File: config.mk
export PLATFORM = sky130hd
export DESIGN_NAME = vga_timing
export DESIGN_NICKNAME = d
export VERILOG_FILES = /design/src/rtl/vga_timing.sv
export SDC_FILE = /design/constraint.sdc
export NUM_CORES = 1
export LEC_CHECK = 0
export CAP_MARGIN = 20
export CORE_UTILIZATION = 50
export CTS_BUF_LIST = sky130_fd_sc_hd__clkbuf_2
export DETAILED_ROUTE_END_ITERATION = 12
export PLACE_DENSITY = 0.78
export SKIP_CTS_REPAIR_TIMING = 1
export SLEW_MARGIN = 20
export SYNTH_ARGS = -nofsm -noshare
export SYNTH_HDL_FRONTEND = slang
export SYNTH_SLANG_ARGS = --single-unit
File: constraint.sdc
create_clock -name clk -period 5.7 [get_ports clk]
set_clock_uncertainty 0.2 [all_clocks]
set_input_delay 0.57 -clock clk [delete_from_list [all_inputs] [get_ports clk]]
set_output_delay 0.57 -clock clk [all_outputs]
set_load 0.005 [all_outputs]
File: src/rtl/vga_timing.sv
// vga_timing: raster timing generator for the VGA output path.
//
// Produces horizontal/vertical sync, the current pixel coordinates and a
// display-active flag from a pair of free-running raster counters. A
// one-clk frame_tick marks the start of vertical blanking so downstream
// game state can update once per frame while nothing is being drawn.
//
// Ports:
//   clk          in   system clock
//   rst_n        in   synchronous, active-low reset
//   pix_en       out  pixel strobe; counters advance on edges where it is high
//   x[9:0]       out  horizontal position (hcount, 0..H_TOTAL-1)
//   y[8:0]       out  vertical position while visible, else 0
//   display_on   out  high inside the visible window
//   hsync        out  horizontal sync, SYNC_ACTIVE while asserted
//   vsync        out  vertical sync, SYNC_ACTIVE while asserted
//   line_tick    out  one-clk pulse at the start of every line
//   frame_tick   out  one-clk pulse at the start of vertical blanking
//   frame_count  out  frames completed, wraps 255 -> 0
module vga_timing #(
    parameter int unsigned H_VISIBLE   = 640,
    parameter int unsigned H_FRONT     = 16,
    parameter int unsigned H_SYNC      = 96,
    parameter int unsigned H_BACK      = 48,
    parameter int unsigned V_VISIBLE   = 480,
    parameter int unsigned V_FRONT     = 10,
    parameter int unsigned V_SYNC      = 2,
    parameter int unsigned V_BACK      = 33,
    parameter logic        SYNC_ACTIVE = 1'b0,
    parameter int unsigned CLK_DIV     = 1
) (
    input  logic       clk,
    input  logic       rst_n,
    output logic       pix_en,
    output logic [9:0] x,
    output logic [8:0] y,
    output logic       display_on,
    output logic       hsync,
    output logic       vsync,
    output logic       line_tick,
    output logic       frame_tick,
    output logic [7:0] frame_count
);

    localparam int unsigned H_TOTAL = H_VISIBLE + H_FRONT + H_SYNC + H_BACK;
    localparam int unsigned V_TOTAL = V_VISIBLE + V_FRONT + V_SYNC + V_BACK;

    localparam logic [1:0] PS_LAST  = 2'(CLK_DIV - 1);
    localparam logic [9:0] H_LAST   = 10'(H_TOTAL - 1);
    localparam logic [9:0] V_LAST   = 10'(V_TOTAL - 1);
    localparam logic [9:0] H_VIS    = 10'(H_VISIBLE);
    localparam logic [9:0] V_VIS    = 10'(V_VISIBLE);
    localparam logic [9:0] V_VIS_M1 = 10'(V_VISIBLE - 1);
    localparam logic [9:0] HS_START = 10'(H_VISIBLE + H_FRONT);
    localparam logic [9:0] HS_END   = 10'(H_VISIBLE + H_FRONT + H_SYNC - 1);
    localparam logic [9:0] VS_START = 10'(V_VISIBLE + V_FRONT);
    localparam logic [9:0] VS_END   = 10'(V_VISIBLE + V_FRONT + V_SYNC - 1);

    logic [1:0] r_prescaler;
    logic [9:0] r_hcount;
    logic [9:0] r_vcount;
    logic       r_line_tick;
    logic       r_frame_tick;
    logic [7:0] r_frame_count;

    logic w_pix_en;
    logic w_h_last;
    logic w_v_last;
    logic w_h_vis;
    logic w_v_vis;

    always_comb begin
        w_pix_en = (r_prescaler == PS_LAST);
        w_h_last = (r_hcount == H_LAST);
        w_v_last = (r_vcount == V_LAST);
        w_h_vis  = (r_hcount < H_VIS);
        w_v_vis  = (r_vcount < V_VIS);
    end

    // Ticks are cleared every clk and only set on the advancing edge, so they
    // stay one clk wide even when each counter state lasts CLK_DIV clks.
    always_ff @(posedge clk) begin
        if (!rst_n) begin
            r_prescaler   <= '0;
            r_hcount      <= '0;
            r_vcount      <= '0;
            r_line_tick   <= 1'b0;
            r_frame_tick  <= 1'b0;
            r_frame_count <= '0;
        end else begin
            r_line_tick  <= 1'b0;
            r_frame_tick <= 1'b0;
            if (w_pix_en) begin
                r_prescaler <= '0;
                if (w_h_last) begin
                    r_hcount    <= '0;
                    r_line_tick <= 1'b1;
                    if (w_v_last) begin
                        r_vcount <= '0;
                    end else begin
                        r_vcount <= r_vcount + 10'd1;
                    end
                    // Entering line V_VISIBLE: first line of vertical blanking.
                    if (r_vcount == V_VIS_M1) begin
                        r_frame_tick  <= 1'b1;
                        r_frame_count <= r_frame_count + 8'd1;
                    end
                end else begin
                    r_hcount <= r_hcount + 10'd1;
                end
            end else begin
                r_prescaler <= r_prescaler + 2'd1;
            end
        end
    end

    always_comb begin
        pix_en      = w_pix_en;
        x           = r_hcount;
        y           = w_v_vis ? r_vcount[8:0] : '0;
        display_on  = w_h_vis && w_v_vis;
        hsync       = (r_hcount >= HS_START && r_hcount <= HS_END) ? SYNC_ACTIVE : ~SYNC_ACTIVE;
        vsync       = (r_vcount >= VS_START && r_vcount <= VS_END) ? SYNC_ACTIVE : ~SYNC_ACTIVE;
        line_tick   = r_line_tick;
        frame_tick  = r_frame_tick;
        frame_count = r_frame_count;
    end

endmodule

==> flow_summary_export.csv <==
group,metric,value,unit
pwr,irDropWorstVdd,0.1172,mV
timing,timing.final.setup_violations,0,
clock_tree,cts_max_path_buffers,2,
critical_path,critPathLaunchType,"register",
clock_tree,clock-sinks,32,
finish,post_synthesis_to_final_layout_area_growth,23.49,%
critical_path,worstPathMaxFanout,10,
detailed_routing,dr_total_vias,1542,
detailed_routing,drt-pass1-iter-count,4,
synth,ys_seq_area_share,38.07,%
floorplanning,die_x,60.02,um
finish,antenna_fix_cells,0,
timing,grt_setup_unrepaired,"false",
synth,synth.yosys.warnings,0,
detailed_routing,route.detailed.wl_per_inst,13.13,um
floorplanning,floorplan.die.height,60.02,um
floorplanning,fp-row-count,20,
timing,final.hold.worst_slack,0.2339,ns
synth,yosys_register_bits,32,
grt,total_routing_usage_gr,22.48,%
pwr,leakage,0.7203,nW
detailed_routing,routed_vias_inst,5.587,
floorplanning,die-area,3602,um2
timing,finalSetupTns,0,ns
worst_hold_path,hold-path-cell-count,1,
grt,maximum_number_of_pins_on_one_net_before_global_route_repair,21,
detailed_routing,first_iter_violations,58,
grt,globalRouteMet1Util,28.82,%
placed_design,place.detailed.instances,269,
grt,globalRouteOverflowTotal,0,
clock_tree,path_clk_slew,0.15,ns
timing,fin_crit,2.908,ns
worst_hold_path,worst_hold_path_type,"register to register",
outcome,status,"finished, final reports clean",
placed_design,gp_congestion,0.8836,
pwr,power,0.3511,mW
critical_path,ff2ff_setup_slack,3.06,ns
grt,globalRouteMet2Util,36.35,%
critical_path,timing.setup.critical_path_class,"register to output port",
grt,antenna_violations_before_repair,0,
timing,final_hold_violating_endpoints,0,
detailed_routing,ant_nets,0,
critical_path,worstReg2RegStart,"r_prescaler[0]",
grt,number_of_global_route_vias_before_repair,1354,
worst_hold_path,hold_end,"r_prescaler[0]",
critical_path,ff2ff_path_depth,6,
floorplanning,placeable_area,3128,um2
clock_tree,clock_tree_root,"clkbuf_2",
timing,slew_viol_final,0,
detailed_routing,drt_drc_violations_left,0,
grt,grt.busiest_layer,"met2",
worst_hold_path,hold_path.startpoint,"r_prescaler[0]",
floorplanning,start_util,53.80,%
synth,synthesis.area_per_instance,8.499,um2
synth,synthDistinctLibCells,36,
clock_tree,clock_tree.htree_level_count,2,
placed_design,hpwlAfterDp,2610,um
grt,grt_first_pass_wirelength,6009,um
critical_path,critPathArrivalTime,2.14,ns
floorplanning,ios,35,
critical_path,endpoint_kind,"output port",
detailed_routing,wl,3623,um
timing,max_slew.worst_pin.slew,0.5521,ns
critical_path,required,4.93,ns
timing,max_clock_freq,343.9,MHz
timing,final_min_period_over_clock_period,51.01,%
clock_tree,numCtsBuffers,5,
flow_run,maxCapViolCount,0,
pwr,power_density,168.9,nW/um2
critical_path,capturing_point_of_the_worst_reg2reg_path,"frame_count[6]",
clock_tree,clock_tree_from_tritoncts,"built",
finish,layout.nets,240,
placed_design,port-buffer-count,34,
finish,finish.cell_count_without_fillers,276,
synth,netlist_instances,198,
clock_tree,clkLatencyLatePin,0.38,ns
finish,post_route_cells_drive_above_1_share,5.603,%
timing,max-slew-margin-rel,63.12,%
synth,synthesis.nets,206,
synth,synth.cell_area,1683,um2
grt,gr-usage-met3,4.545,%
[per-layer routing]
| metal | share of wire [%] | wire length, um | vias up |
|---|---|---|---|
| li1 | - | - | 772 |
| met1 | 49 | 1788 | 729 |
| met2 | 45 | 1646 | 34 |
| met3 | 3.3 | 121 | 7 |
| met4 | 1.8 | 67 | 0 |
| met5 | 0 | 0 | - |
[cell families (layout without fill, tap and decap cells)]
kind of cell               count (synthesis)  in the layout  share of synthesized area, %
and+or+nand+nor                           95             95                         33.61
DFF                                       32             32                         38.07
AOI/OAI and AO/OA                         30             30                         11.30
buffers and inverters                     21             55                         5.204
xor gates and xnor gates                  13             13                         6.766
adders and majority gates                  6              6                         4.461
muxes                                      1              1                        0.5948
[synthesized netlist by cell type, drive strengths merged]
library cell | count | share of area (%)
nand4 | 9 | 3.3
and3 | 4 | 1.5
o31ai | 8 | 3.6
nor3 | 6 | 1.8
and4b | 1 | 0.59
o311a | 1 | 0.67
nor2 | 17 | 3.8
clkbuf | 4 | 0.89
nand2 | 15 | 3.3
nand4b | 2 | 1.9
xor2 | 4 | 2.1
nor2b | 2 | 0.74
o21a | 2 | 0.89
xnor2 | 9 | 4.7
and2 | 10 | 3.7
mux2i | 1 | 0.59
inv | 14 | 3.1
nand4bb | 1 | 1.6
nor4 | 3 | 1.1
ha | 6 | 4.5
dfxtp | 32 | 38
o22ai | 1 | 0.37
o32ai | 1 | 0.52
nor4b | 1 | 0.52
nand3 | 7 | 2.1
or4 | 12 | 5.7
a21oi | 12 | 3.8
o21ai | 5 | 1.5
buf | 3 | 1.2
or3 | 5 | 1.9
[through the flow]
stage / utilization, % / area [um2] / setup slack [ns]
after floorplan: - / 1683 / 3.498
after global placement: 65.32 / 2043 / 3.189
after detailed placement: 65.32 / 2043 / 3.100
after CTS: 66.44 / 2078 / 2.752
after global routing: 66.44 / 2078 / 2.596
final: 66.44 / 2078 / 2.792
[layout make-up]
| cell class | instances | area [um2] |
|---|---|---|
| clock inverter | 1 | 5.005 |
| clock buffer | 6 | 30.03 |
| sequential | 32 | 640.6 |
| inverter | 14 | 52.55 |
| multi-input combinational | 145 | 954.7 |
| fill | 280 | 1050 |
| tap | 44 | 55.05 |
| timing repair buffer | 34 | 340.3 |
[worst max path at each step]
stage | slack, ns | from | cells after the start | to
6_report | 2.79 | r_vcount[6] | 4 | y[5]
3_3_place_gp | 3.19 | r_prescaler[0] | 6 | frame_count[5]
5_1_grt | 2.60 | r_vcount[6] | 4 | y[5]
2_1_floorplan | 3.50 | x[0] | 6 | r_vcount[8]
3_5_place_dp | 3.10 | r_prescaler[0] | 6 | frame_count[6]
4_1_cts | 2.75 | r_vcount[7] | 4 | y[5]
[flip-flops by register name (all words and copies together) (netlist names)]
name	flops
frame_count	8
frame_tick	1
line_tick	1
r_prescaler	2
r_vcount	10
x	10
[power by group]
group          total, mW  switching, mW  internal [mW]
clock              0.106         0.0764         0.0292
combinational     0.0165        0.00880        0.00772
sequential         0.229        0.00328          0.226
[worst max-delay path: stages, from the launching register on]
cell             delay, ns
dfxtp_1               0.41
nand4_1               0.16
nor2b_1               0.49
and2_1                0.21
clkdlybuf4s50_1       0.50
[cells in the final DEF (no fill, tap or decap), types with 2 or more instances in the layout]
master	instances
clkbuf_2	6
o21ai_0	4
nand4_1	9
xnor2_1	9
nand3_1	7
nand2_1	15
inv_1	14
nor2_1	17
ha_1	6
dfxtp_1	32
or3_1	5
nor4_1	3
clkdlybuf4s50_1	34
a21oi_1	11
o31ai_1	8
xor2_1	4
or4_1	10
nor3_1	6
nor2b_1	2
o21a_1	2
and3_1	4
and2_1	10
Power figures use the tool's default switching activity.
